$ cat config.mk
export PLATFORM = sky130hd
export DESIGN_NAME = hazard_unit
export DESIGN_NICKNAME = d
export VERILOG_FILES = /design/src/rtl/hazard_unit.sv
export SDC_FILE = /design/constraint.sdc
export NUM_CORES = 1
export LEC_CHECK = 0
export ABC_AREA = 1
export BUFFER_PORTS_ARGS = -buffer_cell sky130_fd_sc_hd__buf_2
export CAP_MARGIN = 20
export CORE_ASPECT_RATIO = 1.25
export CORE_MARGIN = 2
export CORE_UTILIZATION = 52
export DETAILED_ROUTE_END_ITERATION = 6
export GPL_TIMING_DRIVEN = 0
export HOLD_SLACK_MARGIN = 0.03
export PLACE_DENSITY_LB_ADDON = 0.12
export SLEW_MARGIN = 20
export SYNTH_ARGS = -nofsm -noshare
export SYNTH_HDL_FRONTEND = slang
export SYNTH_SLANG_ARGS = --single-unit
$ cat constraint.sdc
create_clock -name clk -period 2.2 [get_ports clk]
set_input_delay 0.22 -clock clk [delete_from_list [all_inputs] [get_ports clk]]
set_output_delay 0.22 -clock clk [all_outputs]
set_load 0.01 [all_outputs]
$ cat src/rtl/hazard_unit.sv
// Hazard and forwarding controller: shift-register scoreboard of in-flight writers,
// youngest-wins bypass select, load-use stall and multi-cycle kill window.
module hazard_unit #(
  parameter int DEPTH       = 2,
  parameter int REG_AW      = 5,
  parameter int LOAD_LAT    = 2,
  parameter int KILL_CYCLES = 1,
  parameter int SEL_W       = $clog2(DEPTH + 1)
) (
  input  logic              clk,
  input  logic              reset,
  input  logic [REG_AW-1:0] rs1,
  input  logic [REG_AW-1:0] rs2,
  input  logic              rs1_used,
  input  logic              rs2_used,
  input  logic [REG_AW-1:0] rd,
  input  logic              rd_we,
  input  logic              is_load,
  input  logic              issue_valid,
  input  logic              flush_req,
  output logic [SEL_W-1:0]  fwd_sel_a,
  output logic [SEL_W-1:0]  fwd_sel_b,
  output logic              stall,
  output logic              inst_kill,
  output logic [15:0]       stall_cycles
);

  localparam int                KW           = 2;
  localparam logic [KW-1:0]     KILL_RELOAD  = KW'(KILL_CYCLES - 1);
  localparam logic [KW-1:0]     KILL_ONE     = KW'(1);
  localparam logic [SEL_W-1:0]  LOAD_LAT_SEL = SEL_W'(LOAD_LAT);

  // Scoreboard slots: index k is the writer k stages past decode.
  logic              vld_p [1:DEPTH];
  logic [REG_AW-1:0] rd_p  [1:DEPTH];
  logic              ld_p  [1:DEPTH];

  logic [KW-1:0]     kill_cnt;
  logic              ld_a;
  logic              ld_b;
  logic              hazard;
  logic              slot1_vld;

  function automatic logic [15:0] sat_inc16(input logic [15:0] v);
    return (v == 16'hFFFF) ? v : v + 16'd1;
  endfunction

  // Descending scan so the youngest matching slot is the one left standing.
  always_comb begin
    fwd_sel_a = '0;
    ld_a      = 1'b0;
    for (int k = DEPTH; k >= 1; k--) begin
      if (vld_p[k] && (rd_p[k] == rs1) && (rs1 != '0) && rs1_used) begin
        fwd_sel_a = SEL_W'(k);
        ld_a      = ld_p[k];
      end
    end
  end

  always_comb begin
    fwd_sel_b = '0;
    ld_b      = 1'b0;
    for (int k = DEPTH; k >= 1; k--) begin
      if (vld_p[k] && (rd_p[k] == rs2) && (rs2 != '0) && rs2_used) begin
        fwd_sel_b = SEL_W'(k);
        ld_b      = ld_p[k];
      end
    end
  end

  // A load is only forwardable once it has reached slot LOAD_LAT.
  always_comb begin
    hazard    = (ld_a && (fwd_sel_a < LOAD_LAT_SEL)) ||
                (ld_b && (fwd_sel_b < LOAD_LAT_SEL));
    inst_kill = flush_req || (kill_cnt != '0);
    stall     = issue_valid && hazard && !inst_kill;
    slot1_vld = issue_valid && rd_we && (rd != '0) && !stall && !inst_kill;
  end

  // Decode -> slot 1, then slot k -> slot k+1 every cycle.
  always_ff @(posedge clk) begin
    if (reset) begin
      for (int k = 1; k <= DEPTH; k++) begin
        vld_p[k] <= 1'b0;
        rd_p[k]  <= '0;
        ld_p[k]  <= 1'b0;
      end
    end else begin
      vld_p[1] <= slot1_vld;
      rd_p[1]  <= rd;
      ld_p[1]  <= is_load;
      for (int k = 2; k <= DEPTH; k++) begin
        vld_p[k] <= vld_p[k-1];
        rd_p[k]  <= rd_p[k-1];
        ld_p[k]  <= ld_p[k-1];
      end
    end
  end

  always_ff @(posedge clk) begin
    if (reset) begin
      kill_cnt <= '0;
    end else if (flush_req) begin
      kill_cnt <= KILL_RELOAD;
    end else if (kill_cnt != '0) begin
      kill_cnt <= kill_cnt - KILL_ONE;
    end
  end

  always_ff @(posedge clk) begin
    if (reset) begin
      stall_cycles <= '0;
    end else if (stall) begin
      stall_cycles <= sat_inc16(stall_cycles);
    end
  end

endmodule

# Word level (Yosys, flattened, before mapping)
# Memories as Yosys holds them, arrays and structs flattened.
# Cells that the tools add are included.
[word_totals]
out_inout_bits = 22
mem_count = 3
register_bits = 18
word_cells = 68
inputBits = 23
mem_bits_ro = 0
ram_bits = 14
latch_bits = 0
[memory_table]
columns = ["memory", "words", "width", "rd", "rd_ports_with_merged_regs", "wr", "line", "source"]
rows = [
  ["rd_p", 2, 5, 2, 0, 2, "35", "logic [REG_AW-1:0] rd_p [1:DEPTH];"],
  ["ld_p", 2, 1, 2, 0, 2, "36", "logic ld_p [1:DEPTH];"],
  ["vld_p", 2, 1, 2, 0, 2, "34", "logic vld_p [1:DEPTH];"],
]
[classes]
mul = 0
n_bitwise = 7
n_reduce_logical = 30
magnitude_cmp = 2
n_mux = 17
shift = 0
eq_ne = 5
n_addsub = 2
n_div = 0
[op_table]
columns = ["operator", "count"]
rows = [
  ["$eq 5x5->1", 4],
  ["$logic_and 1x1->1", 20],
  ["$add 16x1->16 const B", 1],
  ["$eq 16x16->1 const B", 1],
  ["$reduce_bool 5->1", 3],
  ["$mux 1", 11],
  ["$mux 5", 2],
  ["$mux 2", 4],
  ["$or 1x1->1", 6],
  ["$lt 2x2->1 const B", 2],
  ["$logic_not 1->1", 2],
  ["$logic_or 1x1->1", 2],
  ["$reduce_and 2->1", 1],
  ["$reduce_bool 2->1", 1],
  ["$reduce_or 2->1", 1],
  ["$sub 2x1->2 const B", 1],
  ["$not 1->1", 1],
]

# Logic depth before layout (Yosys ltp)
[depth]
depth_word = 15
depth_mapped = 14

# Worst setup path after synthesis
# No wires, ideal clock.
[synth_timing]
path_kind = "input port to output port"
startpoint = "input port rs1[4]"
endpoint = "output port fwd_sel_a[1]"
cell_stages = 7
path_buffers = 0
t_required_ns = 1.980
arrival_time_ns = 1.303
path_slack_ns = 0.677
cell_sequence = "inv_1 > nand3_1 > nor2_1 > nor2_1 > nand2_1 > nand2_1 > a2111oi_0"
[synth_via]
elab_chain_len = 6
word_cells_on_any_way = 11
[synth_rtl]
columns = ["item", "line", "source"]
rows = [
  ["start: declaration", "12", "input logic [REG_AW-1:0] rs1,"],
  ["$eq 5x5->1", "53", "if (vld_p[k] && (rd_p[k] == rs1) && (rs1 != '0) && rs1_used) begin"],
  ["$logic_and 1x1->1 (3 in series)", "53", ""],
  ["$mux 2", "53", ""],
  ["$mux 2 (*)", "53", ""],
  ["end: declaration", "21", "output logic [SEL_W-1:0] fwd_sel_a,"],
]
# Every way passes the cells marked *; elsewhere a longest branch is shown, timed or not.

# Final worst setup path
[layout_timing]
startpoint = "register kill_cnt[0]"
endpoint = "output port stall"
[layout_via]
elab_chain_len = 4
[layout_rtl]
columns = ["item", "line", "source"]
rows = [
  ["start: declaration", "38", "logic [KW-1:0] kill_cnt;"],
  ["start signal: assignment", "106", "kill_cnt <= kill_cnt - KILL_ONE;"],
  ["$reduce_bool 2->1", "75", "inst_kill = flush_req || (kill_cnt != '0);"],
  ["$logic_or 1x1->1", "75", ""],
  ["$logic_not 1->1", "76", "stall = issue_valid && hazard && !inst_kill;"],
  ["$logic_and 1x1->1", "76", ""],
  ["end: declaration", "23", "output logic stall,"],
]
# No other way between the ends.

==> metrics.txt <==
outcome finished clean; die width 56.3 um; CTS tree yes; hold buffers post-CTS 0; Mapped Area 1780 um2; Slew @ Worst Pin between 0.4 and 0.5 ns; Final Net Count around 360; Hold Startpoint is_load; clock latency on the worst-skew pair 0.28 ns; max cap viols 0; RSZ-0062 raised after global routing false; Post-Route WL ~4 mm; Residual DRC 0; postcts setup bufs 0; busiest layer in global routing met2; setup violators final 0; # H-tree levels 2; Synth cell types 33; HPWL Detailed 3.26 mm; post-route setup TNS 0 ns; GR Util All Layers 21.8%; worst reg2reg startpoint stall_cycles[4]; R2R Path End stall_cycles[15]; Antenna Nets Post-Route 0; clock buffer depth 2; fin crit period 1.96 ns; Post-synth ARST share 0%; Ports 45; Synth area leader dfxtp_1; HP Class primary input to flop; drt wl/cell between 10 and 15 um; RePlAce Congestion just under 0.9; r2r worst-path depth 11; die area approximately 4000 um2; post_cts resized 0; pins over their slew limit 0; power per cell area 513 nW/um2; core footprint 3250 um2; Setup Skew between 0.004 and 0.005 ns; initial antenna violation count 0; CP Capture Type output pin; vias in the first global route between 1,500 and 2,000; Hold Path Stages 3; Area Growth Syn to Fin 18.8%; Max Freq 510 MHz; most numerous cell in the Yosys netlist nand2_1; Ys Warns 0; top cells by count, synth nand2_1, inv_1, nor2_1; R2R Setup Slk 0.48 ns; M1 GR Usage 24.2%; hold slack roughly 0.15 ns; data required time of the critical path between 1.5 and 2 ns; # diodes 0; initial drt markers 50; fin util 64.9%; CTS root buffer clkbuf_8; M2 GR Usage between 30% and 40%; Period Utilization, post-route between 80 and 90%; Synth area leaders dfxtp_1, nand2_1, inv_1, nor2_1, nand3_1; Finished Cell Area approximately 2100 um2; met3 Use GR under 10%; syn_nets 306; Most used DFF post-synth dfxtp_1; TritonRoute pass-1 iters 4; Pwr Total ~1.1 mW; Seq/Total Area, Yosys between 30% and 40%; share of cells above drive strength 1 ~18%; Std-Cell Rows 23; largest net degree at the start of global routing 11; Placement Cell Area a little over 2000 um2; Sink Count 31; chip height roughly 70 um; worst setup path class flop to output pin; WP data arrival between 1.5 and 2 ns; Syn Area/Cell 6.33 um2; Leak approximately 1.1 nW; CTS Buf Count 5; number of buffers added on ports 43; cell count after synthesis around 280; global-route wire length before repair a little under 7 mm; EDFF count, synth 0; Initial Utilization ~55%; Fin. Hold Viols 0; maximum vdd drop about 0.48 mV; Startpoint Class flop; Hold Path End ld_p[1]; slew margin rel. a little under three quarters; Vias/cell between 4 and 5; area fraction of the dominant cell type after synthesis approximately a third; #FFs+latches synth 31; Via Count between 1,500 and 2,000; critical-path maximum fanout 8; aggregate global routing overflow 0; clock-pin slew on the worst setup and hold paths ~0.060 ns
-- cell type report --
type | instances | area (um2)
fill | 314 | 1140
tap | 37 | 46.3
clock buffer | 6 | 72.6
sequential | 31 | 621
timing repair buffer | 43 | 215
multi-input combinational | 188 | 916
buffer | 4 | 23.8
inverter | 58 | 218
-- worst max path at each step --
stage | from | to | slack (ns)
floorplan | rs1[4] | fwd_sel_a[1] | 0.68
global placement | kill_cnt[0] | stall | 0.51
detailed placement | kill_cnt[0] | stall_cycles[8] | 0.50
CTS | kill_cnt[0] | stall | 0.22
global route | kill_cnt[0] | stall | 0.09
finish | kill_cnt[0] | stall | 0.24
-- where the power goes --
group	internal, mW	switching, mW	total, mW
Combinational	0.0429	0.0636	0.106
Clock	0.210	0.188	0.398
Sequential	0.572	0.00750	0.580
Total	0.825	0.259	1.08
-- through the flow --
step / setup slack (ns) / instances
2_1_floorplan: 0.677 / 281
3_3_place_gp: 0.513 / 361
5_1_grt: 0.0943 / 367
6_report: 0.238 / 367
4_1_cts: 0.219 / 367
3_5_place_dp: 0.500 / 361
-- critical path, stage by stage, from the launching register on --
cell and delay (ns):
dfxtp_1 0.31, inv_1 0.07, ha_1 0.21, nand3_1 0.22, nor2_8 0.21, a21boi_0 0.27
buf_2 0.18
-- cells in the final DEF (no fill, tap or decap), types with 5 or more instances in the layout --
| cell type | n |
|---|---|
| a21oi_1 | 10 |
| buf_2 | 44 |
| clkbuf_8 | 5 |
| dfxtp_1 | 31 |
| inv_1 | 57 |
| nand2_1 | 67 |
| nand3_1 | 15 |
| nand4_1 | 8 |
| nor2_1 | 47 |
| nor3_1 | 6 |
| o21ai_0 | 6 |
-- cells by family after synthesis --
group                    share of synthesized area, %
adder cells (fa/ha/maj)                          1.41
AND/OR/NAND/NOR                                  38.2
flip-flops                                       34.9
AO/OA/AOI/OAI                                    8.94
buffers and inverters                            13.6
XOR/XNOR                                         2.96
-- per-layer routing --
layer | wire length (um) | up-vias
met1 | 1760 | 786
li1 | - | 967
met5 | 0 | -
met2 | 1980 | 38
met3 | 159 | 14
met4 | 119 | 0
-- registers in the layout, summed over array words and instances (netlist names) --
register and count:
vld_p 2, kill_cnt 2, rd_p 10, ld_p 1
stall_cycles 16
Power figures use the tool's default switching activity.
